===== src/rtl/cpu1_seq_if.sv =====
// Bus between the CPU1 sequencer and its ROM/datapath neighbours.
// Signal suffixes are named from the sequencer's point of view.
interface cpu1_seq_if #(
  parameter int AW  = 4,
  parameter int OPW = 4
);
  logic                run_i;
  logic [OPW+AW-1:0]   instr_i;
  logic                zero_i;
  logic                carry_i;
  logic                pc_en_o;
  logic                jump_o;
  logic [AW-1:0]       jump_v_o;
  logic                ir_ld_o;
  logic                acc_ld_o;
  logic [1:0]          alu_op_o;
  logic [AW-1:0]       imm_o;
  logic                out_ld_o;
  logic                halted_o;
  logic [1:0]          state_o;

  modport slave (
    input  run_i, instr_i, zero_i, carry_i,
    output pc_en_o, jump_o, jump_v_o, ir_ld_o, acc_ld_o, alu_op_o,
           imm_o, out_ld_o, halted_o, state_o
  );

  modport master (
    output run_i, instr_i, zero_i, carry_i,
    input  pc_en_o, jump_o, jump_v_o, ir_ld_o, acc_ld_o, alu_op_o,
           imm_o, out_ld_o, halted_o, state_o
  );
endinterface


===== src/rtl/cpu1_seq.sv =====
// CPU1 instruction sequencer: two-cycle fetch/execute FSM that latches the
// instruction word and decodes it into PC, accumulator, ALU and output strobes.
module cpu1_seq #(
  parameter int AW  = 4,
  parameter int OPW = 4
) (
  input  logic        clk_i,
  input  logic        rst_i,
  cpu1_seq_if.slave   bus
);

  typedef enum logic [1:0] {
    IDLE  = 2'b00,
    FETCH = 2'b01,
    EXEC  = 2'b10,
    HALT  = 2'b11
  } state_t;

  typedef enum logic [1:0] {
    J_NONE = 2'b00,
    J_ALW  = 2'b01,
    J_Z    = 2'b10,
    J_C    = 2'b11
  } jkind_t;

  localparam logic [OPW-1:0] OP_LDA = OPW'(1);
  localparam logic [OPW-1:0] OP_ADD = OPW'(2);
  localparam logic [OPW-1:0] OP_SUB = OPW'(3);
  localparam logic [OPW-1:0] OP_JMP = OPW'(4);
  localparam logic [OPW-1:0] OP_JZ  = OPW'(5);
  localparam logic [OPW-1:0] OP_JC  = OPW'(6);
  localparam logic [OPW-1:0] OP_OUT = OPW'(7);
  localparam logic [OPW-1:0] OP_HLT = OPW'(15);

  state_t              state_q;
  jkind_t              jkind_q;
  logic [OPW+AW-1:0]   ir_q;
  logic                pc_en_q;
  logic                ir_ld_q;
  logic                acc_ld_q;
  logic [1:0]          alu_op_q;
  logic                out_ld_q;
  logic                halted_q;

  logic [OPW-1:0]      op_fetch;
  logic [OPW-1:0]      op_exec;
  logic                jump_take;

  assign op_fetch = bus.instr_i[OPW+AW-1 -: OPW];
  assign op_exec  = ir_q[OPW+AW-1 -: OPW];

  // Strobes are decoded one cycle early from the ROM word so they are
  // registered in EXEC; only the flag qualification of JZ/JC stays
  // combinational because the flags must be sampled during EXEC itself.
  always_ff @(posedge clk_i or posedge rst_i) begin
    if (rst_i) begin
      state_q  <= IDLE;
      jkind_q  <= J_NONE;
      ir_q     <= '0;
      pc_en_q  <= 1'b0;
      ir_ld_q  <= 1'b0;
      acc_ld_q <= 1'b0;
      alu_op_q <= 2'b00;
      out_ld_q <= 1'b0;
      halted_q <= 1'b0;
    end else begin
      pc_en_q  <= 1'b0;
      ir_ld_q  <= 1'b0;
      acc_ld_q <= 1'b0;
      alu_op_q <= 2'b00;
      out_ld_q <= 1'b0;
      jkind_q  <= J_NONE;
      unique case (state_q)
        IDLE: begin
          if (bus.run_i) begin
            state_q <= FETCH;
            pc_en_q <= 1'b1;
            ir_ld_q <= 1'b1;
          end
        end
        FETCH: begin
          ir_q    <= bus.instr_i;
          state_q <= EXEC;
          case (op_fetch)
            OP_LDA: begin acc_ld_q <= 1'b1; alu_op_q <= 2'b00; end
            OP_ADD: begin acc_ld_q <= 1'b1; alu_op_q <= 2'b01; end
            OP_SUB: begin acc_ld_q <= 1'b1; alu_op_q <= 2'b10; end
            OP_JMP: jkind_q  <= J_ALW;
            OP_JZ:  jkind_q  <= J_Z;
            OP_JC:  jkind_q  <= J_C;
            OP_OUT: out_ld_q <= 1'b1;
            default: ;
          endcase
        end
        EXEC: begin
          if (op_exec == OP_HLT) begin
            state_q  <= HALT;
            halted_q <= 1'b1;
          end else if (bus.run_i) begin
            state_q <= FETCH;
            pc_en_q <= 1'b1;
            ir_ld_q <= 1'b1;
          end else begin
            state_q <= IDLE;
          end
        end
        HALT: ;
      endcase
    end
  end

  assign jump_take = (jkind_q == J_ALW)
                   | ((jkind_q == J_Z) & bus.zero_i)
                   | ((jkind_q == J_C) & bus.carry_i);

  assign bus.pc_en_o  = pc_en_q | jump_take;
  assign bus.jump_o   = jump_take;
  assign bus.jump_v_o = jump_take ? ir_q[AW-1:0] : '0;
  assign bus.ir_ld_o  = ir_ld_q;
  assign bus.acc_ld_o = acc_ld_q;
  assign bus.alu_op_o = alu_op_q;
  assign bus.imm_o    = ir_q[AW-1:0];
  assign bus.out_ld_o = out_ld_q;
  assign bus.halted_o = halted_q;
  assign bus.state_o  = state_q;

endmodule

===== src/flat_wrapper.sv =====
// flat-port wrapper written by rule: the top's interface ports become plain ports
module cpu1_seq_flat 
#(
  parameter int AW  = 4,
  parameter int OPW = 4
)
  (clk_i, rst_i, bus_run_i, bus_instr_i, bus_zero_i, bus_carry_i, bus_pc_en_o, bus_jump_o, bus_jump_v_o, bus_ir_ld_o, bus_acc_ld_o, bus_alu_op_o, bus_imm_o, bus_out_ld_o, bus_halted_o, bus_state_o);
  cpu1_seq_if #(.AW(AW), .OPW(OPW)) bus_i ();
  input  logic clk_i;
  input  logic rst_i;
  input wire logic [$bits(bus_i.run_i)-1:0] bus_run_i;
  input wire logic [$bits(bus_i.instr_i)-1:0] bus_instr_i;
  input wire logic [$bits(bus_i.zero_i)-1:0] bus_zero_i;
  input wire logic [$bits(bus_i.carry_i)-1:0] bus_carry_i;
  output wire logic [$bits(bus_i.pc_en_o)-1:0] bus_pc_en_o;
  output wire logic [$bits(bus_i.jump_o)-1:0] bus_jump_o;
  output wire logic [$bits(bus_i.jump_v_o)-1:0] bus_jump_v_o;
  output wire logic [$bits(bus_i.ir_ld_o)-1:0] bus_ir_ld_o;
  output wire logic [$bits(bus_i.acc_ld_o)-1:0] bus_acc_ld_o;
  output wire logic [$bits(bus_i.alu_op_o)-1:0] bus_alu_op_o;
  output wire logic [$bits(bus_i.imm_o)-1:0] bus_imm_o;
  output wire logic [$bits(bus_i.out_ld_o)-1:0] bus_out_ld_o;
  output wire logic [$bits(bus_i.halted_o)-1:0] bus_halted_o;
  output wire logic [$bits(bus_i.state_o)-1:0] bus_state_o;
  assign bus_i.run_i = bus_run_i;
  assign bus_i.instr_i = bus_instr_i;
  assign bus_i.zero_i = bus_zero_i;
  assign bus_i.carry_i = bus_carry_i;
  assign bus_pc_en_o = bus_i.pc_en_o;
  assign bus_jump_o = bus_i.jump_o;
  assign bus_jump_v_o = bus_i.jump_v_o;
  assign bus_ir_ld_o = bus_i.ir_ld_o;
  assign bus_acc_ld_o = bus_i.acc_ld_o;
  assign bus_alu_op_o = bus_i.alu_op_o;
  assign bus_imm_o = bus_i.imm_o;
  assign bus_out_ld_o = bus_i.out_ld_o;
  assign bus_halted_o = bus_i.halted_o;
  assign bus_state_o = bus_i.state_o;
  cpu1_seq #(.AW(AW), .OPW(OPW)) u_core (.clk_i(clk_i), .rst_i(rst_i), .bus(bus_i));
endmodule

===== config.mk =====
export PLATFORM = sky130hd
export DESIGN_NAME = cpu1_seq_flat
export DESIGN_NICKNAME = d
export VERILOG_FILES = /design/src/rtl/cpu1_seq_if.sv /design/src/rtl/cpu1_seq.sv /design/src/flat_wrapper.sv
export SDC_FILE = /design/constraint.sdc
export NUM_CORES = 1
export LEC_CHECK = 0
export ABC_AREA = 1
export CELL_PAD_IN_SITES_DETAIL_PLACEMENT = 1
export CELL_PAD_IN_SITES_GLOBAL_PLACEMENT = 1
export CORE_MARGIN = 3
export CORE_UTILIZATION = 49
export CTS_BUF_LIST = sky130_fd_sc_hd__clkbuf_4
export DETAILED_ROUTE_END_ITERATION = 10
export DONT_BUFFER_PORTS = 1
export PLACE_DENSITY = 0.83
export SLEW_MARGIN = 15
export SYNTH_ARGS = -nofsm -noshare
export SYNTH_HDL_FRONTEND = slang
export SYNTH_SLANG_ARGS = --single-unit

===== constraint.sdc =====
create_clock -name clk_i -period 2.3 [get_ports clk_i]
set_input_delay 0.69 -clock clk_i [delete_from_list [all_inputs] [get_ports clk_i]]
set_output_delay 0.69 -clock clk_i [all_outputs]
set_load 0.01 [all_outputs]

Word-level counts from Yosys, hierarchy flattened

Index checks and enable logic that the tools add are counted.

Flip-flop bits (word level): 18
Input port bits: 13
Word-level logic and storage cells: 48

Equal/unequal tests: 14
Mux-type cells: 16
Bitwise logic cells: 5
Reduce and logical (&&, ||, !) cells: 5

Operators by type and width:

| operator                                                               | count |
|---|---|
| 4-bit by 3-bit equality test with 1-bit output (second input constant) | 4 |
| 2-bit one-hot mux with 3 select lines                                  | 2 |
| 4-bit by 2-bit equality test with 1-bit output (second input constant) | 2 |
| 2-bit two-way mux                                                      | 4 |
| 1-bit two-way mux                                                      | 7 |
| 2-bit equality test (second input constant)                            | 3 |
| 2-bit by 1-bit equality test with 1-bit output (second input constant) | 2 |
| 4-bit by 1-bit equality test with 1-bit output (second input constant) | 1 |
| 4-bit equality test (second input constant)                            | 1 |
| 4-bit two-way mux                                                      | 1 |
| 2-bit one-hot mux with 2 select lines                                  | 1 |
| 2-bit AND reduction                                                    | 2 |
| 1-bit bitwise OR                                                       | 3 |
| 3-bit nonzero test                                                     | 1 |
| 3-bit OR reduction                                                     | 1 |
| 1-bit AND                                                              | 2 |
| 2-bit zero test                                                        | 1 |
| 2-bit inequality test (second input constant)                          | 1 |
| 1-bit one-hot mux with 2 select lines                                  | 1 |

Longest topological paths before layout

Word-level depth: 5
Mapped depth: 7

Worst setup path before layout

No wires, ideal clock.

Path kind: input-to-output
Start: input bus_carry_i
End: output bus_pc_en_o
Data arrival time: 1.173 ns
Data required time: 1.610 ns
Path slack: 0.437 ns
Stages on the path: 3
Path buffers: 0
Cell sequence: o21ai_1 nand2_1 or2_1

Word-level cells in the longest chain between the ends: 3

Ends and longest elaborated chain:

| item               | line               | text |
|---|---|---|
| start: declaration | flat_wrapper.sv:14 | `input wire logic [$bits(bus_i.carry_i)-1:0] bus_carry_i;` |
| 1-bit AND          | cpu1_seq.sv:114    | `\| ((jkind_q == J_C) & bus.carry_i);` |
| 1-bit bitwise OR   | cpu1_seq.sv:114    |  |
| net bus_jump_o     | flat_wrapper.sv:16 | `output wire logic [$bits(bus_i.jump_o)-1:0] bus_jump_o;` |
| 1-bit bitwise OR   | cpu1_seq.sv:116    | `assign bus.pc_en_o = pc_en_q \| jump_take;` |
| end: declaration   | flat_wrapper.sv:15 | `output wire logic [$bits(bus_i.pc_en_o)-1:0] bus_pc_en_o;` |

The timed path passes the listed nets, and every way through them passes these cells.

Worst setup path in the final report

Start: register u_core.jkind_q[0]
End: output bus_jump_v_o[2]

Word-level cells in the longest chain between the ends: 5

Ends and longest elaborated chain:

| item                     | line               | text |
|---|---|---|
| start: declaration       | cpu1_seq.sv:36     | `jkind_t jkind_q;` |
| start signal: assignment | cpu1_seq.sv:58     | `jkind_q <= J_NONE;` |
| start signal: assignment | cpu1_seq.sv:72     | `jkind_q <= J_NONE;` |
| start signal: assignment | cpu1_seq.sv:88     | `OP_JMP: jkind_q <= J_ALW;` |
| 2-bit equality test      | cpu1_seq.sv:113    | `\| ((jkind_q == J_Z) & bus.zero_i)` |
| 1-bit AND                | cpu1_seq.sv:113    |  |
| 1-bit bitwise OR         | cpu1_seq.sv:113    |  |
| 1-bit bitwise OR *       | cpu1_seq.sv:114    |  |
| net bus_jump_o           | flat_wrapper.sv:16 |  |
| 4-bit two-way mux *      | cpu1_seq.sv:118    | `assign bus.jump_v_o = jump_take ? ir_q[AW-1:0] : '0;` |
| end: declaration         | flat_wrapper.sv:17 | `output wire logic [$bits(bus_i.jump_v_o)-1:0] bus_jump_v_o;` |

The timed path passes the listed nets; every way through them passes the cells marked *.

==> reports/metrics.yaml <==
job:
  maxCapViolations: 0
placement:
  dpl_worst_slack_ps: 377
  hpwlAfterDp_um: 1170
  gp_congestion: 0.711
  numPlacedInstances: 113
  io_buffers: 0
clocking:
  ctsHoldBuffers: 0
  tritoncts: "done"
  cts-resized-gates: 0
  cts.clk_slew.worst_paths_ps: 100
  clockBufferDepth: 2
  numCtsBuffers: 3
  numClockSinks: 18
  clockRootBuffer: "clkbuf_4"
  post_cts_buffers: 0
  insertion_delay_ps: 300
  htreeDepth: 1
routing:
  via_count: 598
  via_per_inst: 5.11
  dr.pass1.iters: 2
  wl_per_cell_um: 13.7
  drtIter0Drc: 8
  antenna_left: 0
  remaining_drc_errors: 0
  wl_um: 1600
worst_setup_path:
  critical_path_class: "register to output pin"
  cp_max_fo: 4
  r2r_start: "u_core.bus.state_o[1]"
  rr_endpoint: "u_core.jkind_q[1]"
  reg2reg_depth: 6
  critPathRequiredTime_ps: 1610
  cp-end-kind: "output pin"
  cp-start-kind: "register"
  crit_arrival_ps: 1300
  r2r_slack_ps: 700
timing:
  setup_violations: 0
  max_slew.worst_pin.slew_ps: 642
  min_period_over_period_pct: 86.7
  finalHoldViolations: 0
  clock_skew_ps: 1.23
  fin_setup_tns_ps: 0
  fin_ws_ps: 306
  maxSlewHeadroom_pct: 57.2
  hold-worst-slack_ps: 355
  clock.fmax_ghz: 0.502
  drv_slew: 0
  grt_setup_unrepaired: "false"
  period_needed_ps: 1990
synthesis:
  synth_edf_count: 0
  syn_inst: 102
  syn_nets: 119
  yosysSeqAreaShare_pct: 52.5
  syn_avg_cell_area_um2: 8.41
  synth-async-reset-ratio_pct: 100
  yosys_warnings: 0
  ys_types: 19
  ys_ff_latch: 18
  synthesis.area_um2: 858
  synth-main-ff-cell: "dfrtp_1"
global_route:
  overflow: 0
  grtUsageTotal_pct: 16.2
  antenna_found_initial: 0
  grt_pass1_wl_um: 2430
  grt_pass1_vias: 596
  grt_max_degree: 19
power:
  p_seq_share_pct: 50.2
  power_frac_comb_pct: 34.7
  p_sw_mw: 0.453
  ir_worst_vdd_uv: 573
  intPower_mw: 0.605
  p_leak_nw: 0.479
  clkPwrFrac_pct: 15.1
  swShare_pct: 42.8
  powerDensity_nw_per_um2: 1220
layout:
  final_cell_mix: "25 x nand2_1, 18 x dfrtp_1, 17 x inv_1, 16 x nor2_1, 6 x o21ai_0"
  drive_gt1_share_pct: 6.93
  diodes: 0
  nFillCells: 195
  syn_to_final_growth_pct: 1.31
  fin_cells: 117
  seq_area_um2: 450
  multi_input_area_um2: 305
  nets: 119
  mostFrequentLayoutCell: "nand2_1"
floorplan:
  rows: 14
  ios: 31
  die_x_um: 47.9
  start_util_pct: 54.4
  die_h_um: 47.9
  core_area_um2: 1580
  fp.dieArea_um2: 2290
min_path:
  hold_class: "input pin to async pin"
run_status:
  outcome: "completed"
==> logic make-up (layout without fill, tap and decap cells) <==
kind of cell / Yosys count / in the layout / share of synthesized area (%)
AND/OR/NAND/NOR: 48 / 48 / 24.2
flip-flops: 18 / 18 / 52.5
AO/OA/AOI/OAI: 9 / 9 / 5.54
adder cells (fa/ha/maj): 4 / 4 / 5.83
buffers and inverters: 23 / 22 / 12.0
==> stage by stage <==
stage          cell area, um^2  util [%]  total power [mW]
2_1_floorplan              858         -             0.862
3_3_place_gp               843      53.5             0.877
3_5_place_dp               843      53.5             0.899
4_1_cts                    870      55.2              1.08
5_1_grt                    870      55.2              1.17
6_report                   870      55.2              1.06
==> routing by layer <==
metal | track usage (%) | routed length [um] | vias up
li1 | - | - | 298
met1 | 17.5 | 671 | 273
met2 | 28.5 | 788 | 22
met3 | 3.38 | 101 | 5
met4 | 9.68 | 40 | 0
met5 | 0 | 0 | -
==> cell usage after synthesis, types with 4 or more instances <==
| cell type | number | area share [%] |
|---|---|---|
| dfrtp_1 | 18 | 52 |
| inv_1 | 17 | 7.4 |
| ha_1 | 4 | 5.8 |
| nor2_1 | 16 | 7.0 |
| nand2_1 | 25 | 11 |
| buf_4 | 4 | 3.5 |
| o21ai_0 | 6 | 3.5 |
==> cell type report <==
cell class	instances	area share, %
sequential	18	51.8
multi-input combinational	61	35.1
inverter	18	7.77
clock buffer	3	2.59
tap	16	2.30
clock inverter	1	0.432
==> sequential cells by signal, indices dropped and copies added, names as in the netlist <==
name	cells
u_core.bus.acc_ld_o	1
u_core.bus.alu_op_o	2
u_core.bus.halted_o	1
u_core.bus.ir_ld_o	1
u_core.bus.out_ld_o	1
u_core.bus.state_o	2
u_core.ir_q	8
u_core.jkind_q	2
==> power groups by stage <==
stage | Sequential, mW | Combinational [mW] | Clock, mW
6_report | 0.531 | 0.367 | 0.160
2_1_floorplan | 0.500 | 0.362 | 0
4_1_cts | 0.533 | 0.377 | 0.166
5_1_grt | 0.553 | 0.433 | 0.185
3_5_place_dp | 0.538 | 0.361 | 0
3_3_place_gp | 0.535 | 0.342 | 0
==> critical path, stage by stage (launching register included) <==
cell	delay, ps
dfrtp_1	390
nor2_1	100
nand2_1	60
nand2_1	160
inv_1	110
nor2_1	200
==> worst max-delay path by stage <==
stage / start / to / slack (ps)
6_report: u_core.jkind_q[0] / bus_jump_v_o[2] / 310
5_1_grt: u_core.jkind_q[0] / bus_jump_v_o[1] / 150
4_1_cts: u_core.jkind_q[0] / bus_jump_v_o[2] / 270
3_5_place_dp: bus_carry_i / bus_pc_en_o / 380
3_3_place_gp: bus_carry_i / bus_pc_en_o / 370
2_1_floorplan: bus_carry_i / bus_pc_en_o / 440
Note: power is estimated with default switching activity, not from simulation.
